### config.mk
export PLATFORM = sky130hd
export DESIGN_NAME = id_ex_stage
export DESIGN_NICKNAME = d
export VERILOG_FILES = /design/src/rtl/arm_pkg.sv /design/src/rtl/id_ex_stage_wb_bypass.sv /design/src/rtl/id_ex_stage.sv
export SDC_FILE = /design/constraint.sdc
export NUM_CORES = 1
export LEC_CHECK = 0
export ABC_AREA = 1
export BUFFER_PORTS_ARGS = -buffer_cell sky130_fd_sc_hd__buf_4
export CAP_MARGIN = 10
export CORE_AREA = 2 2 246 248
export CTS_BUF_LIST = sky130_fd_sc_hd__clkbuf_4 sky130_fd_sc_hd__clkbuf_8
export DETAILED_ROUTE_END_ITERATION = 10
export DIE_AREA = 0 0 248 250
export SYNTH_ARGS = -nofsm -noshare
export SYNTH_HDL_FRONTEND = slang
export SYNTH_SLANG_ARGS = --single-unit
### constraint.sdc
create_clock -name clk -period 1.4 [get_ports clk]
set_input_delay 0.21 -clock clk [delete_from_list [all_inputs] [get_ports clk]]
set_output_delay 0.21 -clock clk [all_outputs]
set_load 0.05 [all_outputs]
### src/rtl/arm_pkg.sv
// arm_pkg: shared LEGv8 control word, register constants and operand-use helper
package arm_pkg;
    typedef struct packed {
        logic       reg2loc;
        logic       alusrc;
        logic       memtoreg;
        logic       regwrite;
        logic       memread;
        logic       memwrite;
        logic       branch;
        logic [1:0] aluop;
    } ctrl_t;

    localparam int CTRL_W = $bits(ctrl_t);
    localparam logic [4:0] XZR = 5'd31;

    // R-type ALU ops, stores and CBZ read the second register port
    function automatic logic uses_rs2(ctrl_t c);
        return !c.alusrc || c.memwrite || c.branch;
    endfunction
endpackage

### src/rtl/id_ex_stage_wb_bypass.sv
// wb_bypass: selects next ID/EX operand, forwarding write-back data when WB_BYPASS_EN is defined
module wb_bypass
    import arm_pkg::*;
#(
    parameter int N = 64
) (
    input  logic         stored,
    input  logic [4:0]   addr_d,
    input  logic [N-1:0] data_d,
    input  logic [4:0]   addr_e,
    input  logic [N-1:0] data_e,
    input  logic         wb_we,
    input  logic [4:0]   wb_wa,
    input  logic [N-1:0] wb_wd,
    output logic [N-1:0] q
);
`ifdef WB_BYPASS_EN
    logic [4:0]   a;
    logic [N-1:0] d;
    always_comb begin
        a = stored ? addr_e : addr_d;
        d = stored ? data_e : data_d;
        q = (wb_we && wb_wa != XZR && wb_wa == a) ? wb_wd : d;
    end
`else
    logic unused_wb;
    assign unused_wb = ^{addr_d, addr_e, wb_we, wb_wa, wb_wd};
    assign q = stored ? data_e : data_d;
`endif
endmodule

### src/rtl/id_ex_stage.sv
// id_ex_stage: LEGv8 ID/EX register with load-use bubble insertion; WB_BYPASS_EN enables write-back forwarding
module id_ex_stage
    import arm_pkg::*;
#(
    parameter int N = 64
) (
    input  logic         clk,
    input  logic         reset,
    input  logic         valid_d,
    input  logic [4:0]   ra1_d,
    input  logic [4:0]   ra2_d,
    input  logic [4:0]   wa3_d,
    input  logic [N-1:0] rd1_d,
    input  logic [N-1:0] rd2_d,
    input  logic [N-1:0] imm_d,
    input  logic [N-1:0] pc_d,
    input  ctrl_t        ctrl_d,
    input  logic         hold_e,
    input  logic         flush_e,
    input  logic         wb_we,
    input  logic [4:0]   wb_wa,
    input  logic [N-1:0] wb_wd,
    output logic         stall_req_d,
    output logic         valid_e,
    output logic [4:0]   ra1_e,
    output logic [4:0]   ra2_e,
    output logic [4:0]   wa3_e,
    output logic [N-1:0] rd1_e,
    output logic [N-1:0] rd2_e,
    output logic [N-1:0] imm_e,
    output logic [N-1:0] pc_e,
    output ctrl_t        ctrl_e
);
    logic         hazard;
    logic [N-1:0] q1, q2;

    always_comb begin
        hazard = ctrl_e.memread && valid_e && valid_d && wa3_e != XZR &&
                 (wa3_e == ra1_d || (wa3_e == ra2_d && uses_rs2(ctrl_d)));
        stall_req_d = hazard || hold_e;
    end

    wb_bypass #(.N(N)) u_byp1 (
        .stored(hold_e), .addr_d(ra1_d), .data_d(rd1_d), .addr_e(ra1_e), .data_e(rd1_e),
        .wb_we(wb_we), .wb_wa(wb_wa), .wb_wd(wb_wd), .q(q1)
    );

    wb_bypass #(.N(N)) u_byp2 (
        .stored(hold_e), .addr_d(ra2_d), .data_d(rd2_d), .addr_e(ra2_e), .data_e(rd2_e),
        .wb_we(wb_we), .wb_wa(wb_wa), .wb_wd(wb_wd), .q(q2)
    );

    always_ff @(posedge clk) begin
        if (reset) begin
            valid_e <= 1'b0;
            ra1_e   <= '0;
            ra2_e   <= '0;
            wa3_e   <= '0;
            rd1_e   <= '0;
            rd2_e   <= '0;
            imm_e   <= '0;
            pc_e    <= '0;
            ctrl_e  <= '0;
        end else begin
            rd1_e <= q1;
            rd2_e <= q2;
            if (!hold_e) begin
                valid_e <= valid_d && !(flush_e || hazard);
                ctrl_e  <= (flush_e || hazard) ? '0 : ctrl_d;
                ra1_e   <= ra1_d;
                ra2_e   <= ra2_d;
                wa3_e   <= wa3_d;
                imm_e   <= imm_d;
                pc_e    <= pc_d;
            end
        end
    end
endmodule

Yosys cells after proc, flatten, opt, wreduce, memory -nomap -nowiden

Index checks and enable logic that the tools add are counted.

Bits in registers: 281
Logic and storage cells: 33

Eq/ne operators: 3
Muxes and demuxes: 1
Reductions and logical operators: 13

Operators with widths:

| operator                             | count |
|---|---|
| equality test 5 bit                  | 2 |
| 2-to-1 mux 9 bit                     | 1 |
| logical AND 1 bit                    | 6 |
| logical OR 1 bit                     | 5 |
| != test 5 bit, second input constant | 1 |
| logical NOT 1 bit                    | 2 |

Longest topological paths before layout

Depth after elaboration: 9
Mapped depth: 10
Depth with buffers taken out: 9

Cells and area by module

A second synthesis with hierarchy kept.

Cells, all modules: 1541
Area, all modules: 10816.6 um2

Modules (own cells, without submodules):

| module      | times used | cells an instance | area each (um2) |
|---|---|---|---|
| id_ex_stage | 1          | 1129              | 9127.5 |
| wb_bypass   | 2          | 206               | 844.6 |

Worst setup path before layout

No wires, ideal clock.

Kind: reg-to-output
Start point: register wa3_e[3]
End point: output stall_req_d
Arrival time: 1.675 ns
Data required time: 1.190 ns
Setup slack: -0.485 ns
Cell stages (with the launch flop): 10
Path through: dfxtp_1 inv_1 nand2_1 nand2_1 nor2_1 nand3_1 nand2_1 nand2_2 buf_6 nand2_1

Longest elaborated chain between the ends: 5
Elaborated cells on any way between the ends: 8
Classes of those cells: eq/ne (3); reduce/logical (5)

RTL lines:

| item                   | line              | text |
|---|---|---|
| from (decl)            | id_ex_stage.sv:27 | `output logic [4:0] wa3_e,` |
| from (signal assigned) | id_ex_stage.sv:72 | `wa3_e <= wa3_d;` |
| equality test 5 bit    | id_ex_stage.sv:39 | `(wa3_e == ra1_d \|\| (wa3_e == ra2_d && uses_rs2(ctrl_d)));` |
| logical AND 1 bit      | id_ex_stage.sv:39 |  |
| logical OR 1 bit       | id_ex_stage.sv:39 |  |
| logical AND 1 bit (*)  | id_ex_stage.sv:38 | `hazard = ctrl_e.memread && valid_e && valid_d && wa3_e != XZR &&` |
| logical OR 1 bit (*)   | id_ex_stage.sv:40 | `stall_req_d = hazard \|\| hold_e;` |
| to (decl)              | id_ex_stage.sv:23 | `output logic stall_req_d,` |

Every way passes the cells marked *; elsewhere a longest branch is shown, timed or not.

Worst setup path in the final report

Start point: register wa3_e[1]
End point: output stall_req_d

Same word-level chain as after synthesis.

==> results by group <==
Routing
  – Vias: 12000
  – DRT iter0 DRCs: ~420
  – Routed wire length: 43.8 mm
  – Post-route DRC: 0
  – Pre-Repair DR Iteration Count: 5
  – Wirelength per Cell: around 15 um
  – Vias per cell: 4.01
  – ANT nets after route: 0

Synthesis
  – Mux contribution to synthesized area: 0%
  – Post-synthesis cell type count: 18
  – FF+latch count, synth: ~280
  – Syn Inst Count: 1284
  – Simple-gate portion of the synthesized area: a little under a quarter
  – Synth warn: 0
  – Post-synthesis sequential area ratio: 56.3%
  – Synth Area in Compound Gates: 14.8%
  – Mapped Area: roughly 10000 um^2
  – Post-synthesis xor/xnor area fraction: less than 1%
  – Mapped Avg Cell Area: between 7 and 8 um^2
  – Largest family of logic cells by synthesized area: simple AND/OR/NAND/NOR gates
  – Synth Area in Adders: 0%
  – Syn_nets: 1639

Worst setup path
  – Worst setup path class: register to output pin
  – FF-to-FF Start: wa3_e[1]$_SDFFE_PP0N_
  – Crit-path max FO: 5
  – Reg-to-reg setup timing slack: -60 ps
  – CP endpoint kind: output pin
  – Reg-to-Reg End: valid_e$_SDFFE_PP0N_
  – Crit start category: register
  – Worst path required time: ~1200 ps
  – Worst-case reg-to-reg path depth: 9
  – Critical path arrival: between 1500 and 2000 ps

Power
  – Pleak: 0.00920 uW
  – VDD IR max: slightly below 0.7 mV
  – Total power: around 22000 uW
  – Power Dens Cells: roughly 1100 nW/um^2

STA
  – Final setup fails: 14
  – Final worst path period need: between 1500 and 2000 ps
  – Final Skew: ~7.3 ps
  – Max Fclk: about 520 MHz
  – Slew HR: between 70 and 80%
  – Max-slew violations: 0
  – Least-Margin Pin Slew: ~340 ps
  – Slack of the critical path: -506 ps
  – Setup TNS: -1000 ps
  – Final hold viol count: 0
  – Fin crit share: 136%
  – Unrepaired setup endpoints after global routing: yes

Worst hold path
  – Hold path startpoint: hold_e
  – Min-delay worst type: input port to register
  – Hold Crit Endpoint: rd1_e[13]$_SDFFE_PP0N_
  – Worst Hold Depth: 4

Die
  – Die Y-Extent: between 200 and 300 um
  – Initial core utilization: approximately 17%
  – Row cnt: 90
  – Die footprint: approximately 62000 um^2
  – Io pins: about 640
  – Core Area: a little under 60000 um^2
  – Die Wd: ~250 um

Global routing
  – Gr usage total: 13.1%
  – GRT Residual Overflow: 0
  – First-pass GRT wire length: between 60 and 70 mm
  – Pin count of the biggest net entering global routing: between 50 and 60
  – Initial antenna violation count: 3
  – Vias in the first global route: 12300

Clock tree
  – CTS H-tree depth: 2
  – Worst-Skew Late Latency: ~590 ps
  – Clk slew on worst S/H paths: 70 ps
  – CTS root buf: clkbuf_8
  – CTS tree: yes
  – Clk buf depth: 3
  – CTS sink cnt: ~280
  – Num CTS Buffers: 50

Cells and area
  – Area Overhead vs Synth: 109%
  – Reg area: 5830 um^2
  – Most frequent cells in the layout: 547 x nand2_1, 344 x buf_4, 302 x dlygate4sd3_1
  – Post-Layout Cell Count: 2989
  – Share of layout cells above drive strength 1: around 40%
  – Nets: roughly 2500
  – Multi-input logic area: 3860 um^2
  – Final core occ: a little over a third
  – Most common cell after layout, fill and taps aside: nand2_1
  – Fill cell count: 5816

Placement
  – Port bufs: ~570
  – Dpl hpwl: 27.9 mm
  – Placed instance count: roughly 2600
  – RePlAce Congestion: 0.806

Outcome
  – Violated checks: negative setup slack
  – Outcome: complete, but fails checks

Job
  – Number of max-cap violations: 0
==> cells by family (layout without fill, tap and decap cells) <==
| family | after synthesis | in the layout |
|---|---|---|
| xor+xnor | 1 | 1 |
| compound gates | 281 | 281 |
| other cells | 0 | 3 |
| simple gates | 601 | 601 |
| flops | 281 | 281 |
| buf+inv | 120 | 1040 |
==> synthesized netlist by cell type <==
cell | number | area share, %
nand3_2 | 9 | 0.90
clkbuf_1 | 28 | 1.1
nor3_2 | 1 | 0.10
buf_4 | 10 | 0.75
buf_1 | 3 | 0.11
a21oi_2 | 9 | 0.79
dfxtp_1 | 281 | 56
buf_2 | 53 | 2.7
nand3_1 | 5 | 0.25
a211oi_1 | 14 | 1.1
xnor2_1 | 1 | 0.088
inv_1 | 21 | 0.79
buf_6 | 1 | 0.11
inv_2 | 4 | 0.15
nand2_1 | 554 | 21
nand2_2 | 1 | 0.063
nor2_1 | 31 | 1.2
a21oi_1 | 258 | 13
==> critical path, stage by stage, from the launching register on <==
cell     delay, ps
dfxtp_4        370
buf_4          100
nand3_1         60
nor3_2         200
nor2_2          80
nand2_4         90
nand2_4         50
buf_8          140
==> registers in the layout, summed over array words and instances (netlist names) <==
register / flops
rd1_e: 64
ra2_e: 5
ctrl_e: 9
ra1_e: 5
pc_e: 64
imm_e: 64
valid_e: 1
rd2_e: 64
wa3_e: 5
==> power by group <==
group,internal [uW],total [uW],switching (uW)
registers,8480,8800,323
clock network,4700,8160,3460
logic,2350,5260,2920
total,15500,22200,6700
==> how the worst max path moves through the flow <==
stage | cells after the start | end | startpoint
2_1_floorplan | 9 | stall_req_d | wa3_e[3]$_SDFFE_PP0N_
3_3_place_gp | 11 | ctrl_e[1]$_SDFFE_PP0N_ | ctrl_d[3]
3_5_place_dp | 11 | ctrl_e[1]$_SDFFE_PP0N_ | ctrl_d[3]
4_1_cts | 9 | stall_req_d | wa3_e[4]$_SDFFE_PP0N_
5_1_grt | 9 | stall_req_d | wa3_e[2]$_SDFFE_PP0N_
6_report | 7 | stall_req_d | wa3_e[1]$_SDFFE_PP0N_
==> what timing repair did <==
item	CTS	global route
resized for setup	291	149
buffers inserted	3	4
setup endpoints to repair	213	130
cloned	0	1
hold buffers	302	0
endpoints found under the hold margin	281	0
pin swaps	6	7
==> layout make-up <==
cell class | count | area share [%]
Sequential cell | 281 | 28.0
Timing Repair Buffer | 927 | 43.2
Multi-Input combinational cell | 883 | 18.5
Inverter | 25 | 0.510
Antenna cell | 3 | 0.0360
Clock inverter | 5 | 0.252
Clock buffer | 83 | 4.85
Tap cell | 782 | 4.69
==> per-stage QoR <==
step                setup slack (ps)  instance area, um^2  hold WS [ps]
global placement                66.4                15400           445
detailed placement              59.0                15400           455
floorplan                       13.8                10000           353
CTS                             -563                20400          5.39
global route                    -655                20900          36.6
finish                          -506                20900          82.3
==> per-layer routing <==
layer | wire length, um | GRT usage [%]
met1 | 16300 | 13.7
met2 | 22200 | 24.0
met3 | 3730 | 4.27
met4 | 1610 | 5.08
met5 | 0 | 0
Note: power is estimated with default switching activity, not from simulation.
